==> src/rtl/serdes_pkg.sv <==
// Shared serdes constants and state encoding, used by both the receive and
// transmit sides of the link.
package serdes_pkg;

  localparam int unsigned SYM_W = 9;
  localparam logic [7:0] COMMA = 8'h3C;
  localparam logic KCODE = 1'b1;
  localparam logic [SYM_W-1:0] COMMA_SYM = {KCODE, COMMA};

  // Receive framer states; plain constants keep the encoding legacy-friendly.
  typedef logic [1:0] state_t;
  localparam state_t ST_HUNT   = 2'd0;
  localparam state_t ST_CHECK  = 2'd1;
  localparam state_t ST_LOCKED = 2'd2;

  function automatic logic is_comma(input logic [SYM_W-1:0] sym);
    return sym == COMMA_SYM;
  endfunction

endpackage

==> src/rtl/rx_serial.sv <==
// Serial front end: 9-bit shift register plus bit counter that marks word
// boundaries once the framer has chosen an alignment.
module rx_serial
  import serdes_pkg::*;
(
  input  logic             clk,
  input  logic             rst,
  input  logic             din,
  input  logic             align,    // restart bit counting at this bit
  input  logic             count,    // advance the bit counter
  output logic [SYM_W-1:0] word,     // last nine bits including din
  output logic             boundary  // word holds a complete aligned symbol
);

  logic [SYM_W-1:0] shift_q;
  logic [3:0]       bit_cnt_q;

  assign word     = {shift_q[SYM_W-2:0], din};
  assign boundary = count && (bit_cnt_q == 4'd8);

  // Shift every cycle; count 0..8 and wrap once aligned.
  always_ff @(posedge clk or posedge rst) begin
    if (rst) begin
      shift_q   <= '0;
      bit_cnt_q <= '0;
    end else begin
      shift_q <= word;
      if (align) begin
        bit_cnt_q <= '0;
      end else if (count) begin
        bit_cnt_q <= (bit_cnt_q == 4'd8) ? 4'd0 : bit_cnt_q + 4'd1;
      end
    end
  end

endmodule

==> src/rtl/deserializer_out.sv <==
// Receive framer: hunts for a comma, confirms alignment, then assembles
// three-byte frames delimited by commas and flags framing errors.
module deserializer_out
  import serdes_pkg::*;
#(
  parameter int unsigned LOCK_CNT = 2
) (
  input  logic        clk_i,
  input  logic        rst_i,
  input  logic        data_i,
  output logic [23:0] data_o,
  output logic        valid_o,
  output logic        lock_o,
  output logic        err_o
);

  localparam logic [2:0] LOCK_TGT = 3'(LOCK_CNT);

  state_t           state_q, state_d;
  logic [2:0]       comma_cnt_q, comma_cnt_d;
  logic [1:0]       byte_idx_q, byte_idx_d;
  logic [7:0]       byte0_q, byte0_d;
  logic [7:0]       byte1_q, byte1_d;
  logic [23:0]      data_q, data_d;
  logic             valid_q, valid_d;
  logic             err_q, err_d;
  logic             lock_q;
  logic [SYM_W-1:0] word;
  logic             boundary;
  logic             align;
  logic             frame_err;

  rx_serial u_rx_serial (
    .clk      (clk_i),
    .rst      (rst_i),
    .din      (data_i),
    .align    (align),
    .count    (state_q != ST_HUNT),
    .word     (word),
    .boundary (boundary)
  );

  // Framer next state, byte assembly and output pulses.
  always_comb begin
    state_d     = state_q;
    comma_cnt_d = comma_cnt_q;
    byte_idx_d  = byte_idx_q;
    byte0_d     = byte0_q;
    byte1_d     = byte1_q;
    data_d      = data_q;
    valid_d     = 1'b0;
    err_d       = 1'b0;
    align       = 1'b0;
    frame_err   = 1'b0;

    case (state_q)
      ST_HUNT: begin
        if (is_comma(word)) begin
          align       = 1'b1;
          comma_cnt_d = 3'd1;
          byte_idx_d  = 2'd0;
          state_d     = (LOCK_CNT == 1) ? ST_LOCKED : ST_CHECK;
        end
      end
      ST_CHECK: begin
        if (boundary) begin
          if (is_comma(word)) begin
            comma_cnt_d = comma_cnt_q + 3'd1;
            if (comma_cnt_q + 3'd1 == LOCK_TGT) begin
              state_d    = ST_LOCKED;
              byte_idx_d = 2'd0;
            end
          end else begin
            // Misaligned guess: silently resume hunting.
            state_d = ST_HUNT;
          end
        end
      end
      ST_LOCKED: begin
        if (boundary) begin
          if (is_comma(word)) begin
            if (byte_idx_q == 2'd1 || byte_idx_q == 2'd2) begin
              frame_err = 1'b1;
            end else begin
              byte_idx_d = 2'd0;
            end
          end else if (word[SYM_W-1] != KCODE) begin
            case (byte_idx_q)
              2'd0: begin
                byte0_d    = word[7:0];
                byte_idx_d = 2'd1;
              end
              2'd1: begin
                byte1_d    = word[7:0];
                byte_idx_d = 2'd2;
              end
              2'd2: begin
                data_d     = {word[7:0], byte1_q, byte0_q};
                valid_d    = 1'b1;
                byte_idx_d = 2'd3;
              end
              default: frame_err = 1'b1;  // data where a comma was due
            endcase
          end else begin
            frame_err = 1'b1;  // unknown control symbol
          end
          if (frame_err) begin
            err_d      = 1'b1;
            state_d    = ST_HUNT;
            byte_idx_d = 2'd0;
          end
        end
      end
      default: state_d = ST_HUNT;
    endcase
  end

  // All state and outputs registered; lock mirrors the next state.
  always_ff @(posedge clk_i or posedge rst_i) begin
    if (rst_i) begin
      state_q     <= ST_HUNT;
      comma_cnt_q <= '0;
      byte_idx_q  <= '0;
      byte0_q     <= '0;
      byte1_q     <= '0;
      data_q      <= '0;
      valid_q     <= 1'b0;
      err_q       <= 1'b0;
      lock_q      <= 1'b0;
    end else begin
      state_q     <= state_d;
      comma_cnt_q <= comma_cnt_d;
      byte_idx_q  <= byte_idx_d;
      byte0_q     <= byte0_d;
      byte1_q     <= byte1_d;
      data_q      <= data_d;
      valid_q     <= valid_d;
      err_q       <= err_d;
      lock_q      <= (state_d == ST_LOCKED);
    end
  end

  assign data_o  = data_q;
  assign valid_o = valid_q;
  assign err_o   = err_q;
  assign lock_o  = lock_q;

endmodule

==> config.mk <==
export PLATFORM = sky130hd
export DESIGN_NAME = deserializer_out
export DESIGN_NICKNAME = d
export VERILOG_FILES = /design/src/rtl/serdes_pkg.sv /design/src/rtl/rx_serial.sv /design/src/rtl/deserializer_out.sv
export SDC_FILE = /design/constraint.sdc
export NUM_CORES = 1
export LEC_CHECK = 0
export BUFFER_PORTS_ARGS = -buffer_cell sky130_fd_sc_hd__buf_2
export CORE_AREA = 4 4 93 73
export DETAILED_ROUTE_END_ITERATION = 7
export DIE_AREA = 0 0 97 77
export PLACE_DENSITY = 0.77
export SYNTH_ARGS = -nofsm -noshare
export SYNTH_HDL_FRONTEND = slang
export SYNTH_SLANG_ARGS = --single-unit
export TNS_END_PERCENT = 100
==> constraint.sdc <==
create_clock -name clk_i -period 1.75 [get_ports clk_i]
set_input_delay 0.2625 -clock clk_i [delete_from_list [all_inputs] [get_ports clk_i]]
set_output_delay 0.2625 -clock clk_i [all_outputs]
set_load 0.02 [all_outputs]
==> summary.txt <==
Run status
  • Status: finished, final reports clean

Critical path
  • Crit. Startpoint: comma_cnt_q[0]$_DFFE_PP0P_
  • Crit end category: register
  • Crit path DAT: a little under 2000 ps
  • Reg2Reg Capture Point: byte_idx_q[1]$_DFFE_PP0P_
  • Worst setup endpoint: byte_idx_q[1]$_DFFE_PP0P_
  • R2R depth: 5
  • Reg-to-reg startpoint: comma_cnt_q[0]$_DFFE_PP0P_
  • Crit start category: register
  • Crit-path max FO: 2
  • Reg2Reg Setup Slack: 1 ps
  • Required time of the critical path: 1970 ps
  • Critical path class: reg2reg

Clock network
  • Clk root buf: clkbuf_8
  • CTS clk-pin slew, worst paths: 70 ps
  • Max Buffers Root-to-Sink: 2
  • Num CTS Buffers: 9
  • CTS tree: built
  • Clock sink count: 62
  • Worst-Skew Late Latency: ~340 ps
  • H-tree depth: 3

Timing
  • Measured slew at the worst slew-check pin: 347.3 ps
  • Fin. Hold Viols: 0
  • Worst Skew: 8.041 ps
  • Final min period: approximately 1700 ps
  • Fmax: 571.8 MHz
  • Final Hold Slack: 90.90 ps
  • Final TNS setup: 0 ps
  • Final Cycle Share: 99.93%
  • Slew Limit Fails: 0
  • Final setup vio count: 0
  • RSZ-0062 raised after global routing: yes
  • Max_slew headroom: 76.60%

GRT
  • Largest net degree at the start of global routing: 63
  • Initial antenna violation count: 0
  • Gr ovfl total: 0
  • First-pass GRT wire length: 8.197 mm
  • Gr usage total: 14.06%
  • Vias in the first global route: 1650

Placement
  • # placed instances: between 200 and 300
  • DP Wirelength: slightly above 3 mm
  • Port-buffer cells: 29
  • Placer Congestion: 0.7863

Power
  • Switching pwr: 0.7439 mW
  • Leakage: ~1.7 nW
  • Clock Power Share: roughly two fifths
  • Sequential power share: 50.5%
  • VDD IR max: 428.2 uV
  • Switching share of total power: 24.64%
  • Cell Pwr Density: 927.9 nW/um^2
  • Logic pwr share: under 10%
  • Cell Int Power: 2.275 mW

Die
  • Die height: between 70 and 80 um
  • Initial Util: approximately 46%
  • Die area: 7469 um^2
  • Core area: 5796 um^2
  • Ports: 30
  • Die Span X: 97 um
  • Standard-cell rows: 24

Synthesis
  • Most frequent cell after synthesis: dfrtp_1
  • Avg Inst Size Synth: approximately 15 um^2
  • Asr flop ratio synth: 100.0%
  • Most frequent cells after synthesis: dfrtp_1 (62), mux2_2 (21), mux2_4 (19), ha_1 (9), inv_1 (9)
  • Synth Warn #: 0
  • Gate count of the mapped netlist: 179
  • Area contributors post-synth: dfrtp_1 (58%), mux2_4 (11%), mux2_2 (8.9%)
  • Synth Register Bits: 62
  • Share of the synthesized area in the top cell type: 58.35%
  • Main flop type after synthesis: dfrtp_1
  • Cell variety after synth: 38
  • Post-synthesis sequential area ratio: just under 60%
  • Number of synthesized flops with an enable pin: 0
  • Synthesized area: 2659 um^2
  • Syn Nets: 191
  • Post-synth top area cell: dfrtp_1

Hold path
  • Worst Hold Class: in2reg

Flow run
  • Number of max-cap violations: 0

Drt
  • WL/cell: 15.10 um
  • First-pass iteration count of the detailed router: 4
  • Routed WL: 4.741 mm
  • Total vias in the final route: roughly 1600
  • Starting DRT DRC Count: 94
  • DRC errors left: 0
  • DRT antenna net count: 0
  • DR vias/cell: 4.971

Final layout
  • Final cell count without fillers: 314
  • Share of cells above drive strength 1: 52.12%
  • # nets final: 243
  • Fillers: 477
  • Area delta synth->final: 22.35%
  • Ant. Diodes: 0
## timing repair
| item | in CTS | in global routing |
|---|---|---|
| setup endpoints to repair | 26 | 26 |
| endpoints found under the hold margin | 5 | 0 |
| pin swaps | 4 | 3 |
| gates resized for setup | 6 | 10 |
| gates cloned | 0 | 0 |
| setup buffers | 1 | 0 |
| hold buffers | 1 | 0 |
## how the worst min path moves through the flow
stage,startpoint,to,slack (ps),cells after the start
after detailed placement,rst_i,u_rx_serial.bit_cnt_q[0]$_DFFE_PP0P_,380,3
after global routing,data_i,u_rx_serial.shift_q[0]$_DFF_PP0_,80,1
after floorplan,data_i,u_rx_serial.shift_q[0]$_DFF_PP0_,290,0
after CTS,data_i,u_rx_serial.shift_q[0]$_DFF_PP0_,70,1
final,data_i,u_rx_serial.shift_q[0]$_DFF_PP0_,90,1
after global placement,rst_i,u_rx_serial.bit_cnt_q[0]$_DFFE_PP0P_,370,3
## cells by family after synthesis
family / after synthesis / share of synthesized area [%]
xor+xnor: 2 / 0.6589
compound gates: 19 / 5.082
flops: 62 / 58.35
fa+ha+maj: 9 / 4.235
simple gates: 33 / 9.176
mux: 40 / 19.62
buf+inv: 14 / 2.870
## final cells by class
cell class,count,area [um^2],share of cell area (%)
Clock buffer,9,123.9,3.808
Clock inverter,7,65.06,2.000
Inverter,9,37.54,1.154
Multi-Input combinational cell,103,1090,33.50
Sequential cell,62,1551,47.69
Tap cell,78,97.59,3.000
Timing Repair Buffer,46,287.8,8.846
## critical path, cell delays in order (launching register included)
cell and delay [ps]:
dfrtp_1 380, ha_2 200, xor2_1 150, or4b_4 550
a221oi_4 250, o21ai_1 100
## registers in the layout (all words and copies together), names as in the netlist
| signal | flops |
|---|---|
| data_o | 24 |
| byte0_q | 8 |
| byte1_q | 8 |
| u_rx_serial.shift_q | 8 |
| u_rx_serial.bit_cnt_q | 4 |
| comma_cnt_q | 3 |
| byte_idx_q | 2 |
| state_q | 2 |
| err_o | 1 |
| lock_o | 1 |
| valid_o | 1 |
## power by group through the flow
| stage | Clock, mW | Combinational, mW | Sequential, mW |
|---|---|---|---|
| 6_report | 1.20 | 0.296 | 1.52 |
| 5_1_grt | 1.30 | 0.331 | 1.53 |
| 4_1_cts | 1.24 | 0.283 | 1.52 |
| 3_5_place_dp | 0 | 0.234 | 1.55 |
| 3_3_place_gp | 0 | 0.223 | 1.54 |
| 2_1_floorplan | 0 | 0.141 | 1.55 |
## cell usage in the layout (no fill, tap or decap), types with 3 or more instances in the layout
| master | n |
|---|---|
| dfrtp_1 | 62 |
| mux2_2 | 21 |
| inv_1 | 4 |
| buf_2 | 29 |
| buf_4 | 15 |
| nor3_1 | 4 |
| clkinv_2 | 4 |
| o31ai_1 | 3 |
| nand3_1 | 6 |
| nor2_1 | 3 |
| clkinvlp_4 | 3 |
| clkbuf_8 | 9 |
| ha_1 | 4 |
| o21ai_0 | 4 |
| ha_2 | 4 |
| mux2_4 | 19 |
| inv_2 | 4 |
## per-stage QoR
stage | area [um^2] | worst slack (ps) | power [mW] | utilization [%]
after floorplan | 2663 | 1.624 | 1.687 | -
after global placement | 2988 | 8.860 | 1.766 | 51.55
after detailed placement | 2988 | -30.72 | 1.780 | 51.55
after CTS | 3209 | -24.36 | 3.044 | 55.38
after global routing | 3253 | -81.54 | 3.161 | 56.13
final | 3253 | 1.180 | 3.019 | 56.13
## layer usage
layer  up-vias  wire (um)  global-route usage (%)
li1        753          -                       -
met3         7        266                   6.437
met2        32       2049                   20.94
met1       769       2358                   18.25
met5         -          0                       0
met4         0         68                   4.628
(Power assumes the default switching activity.)
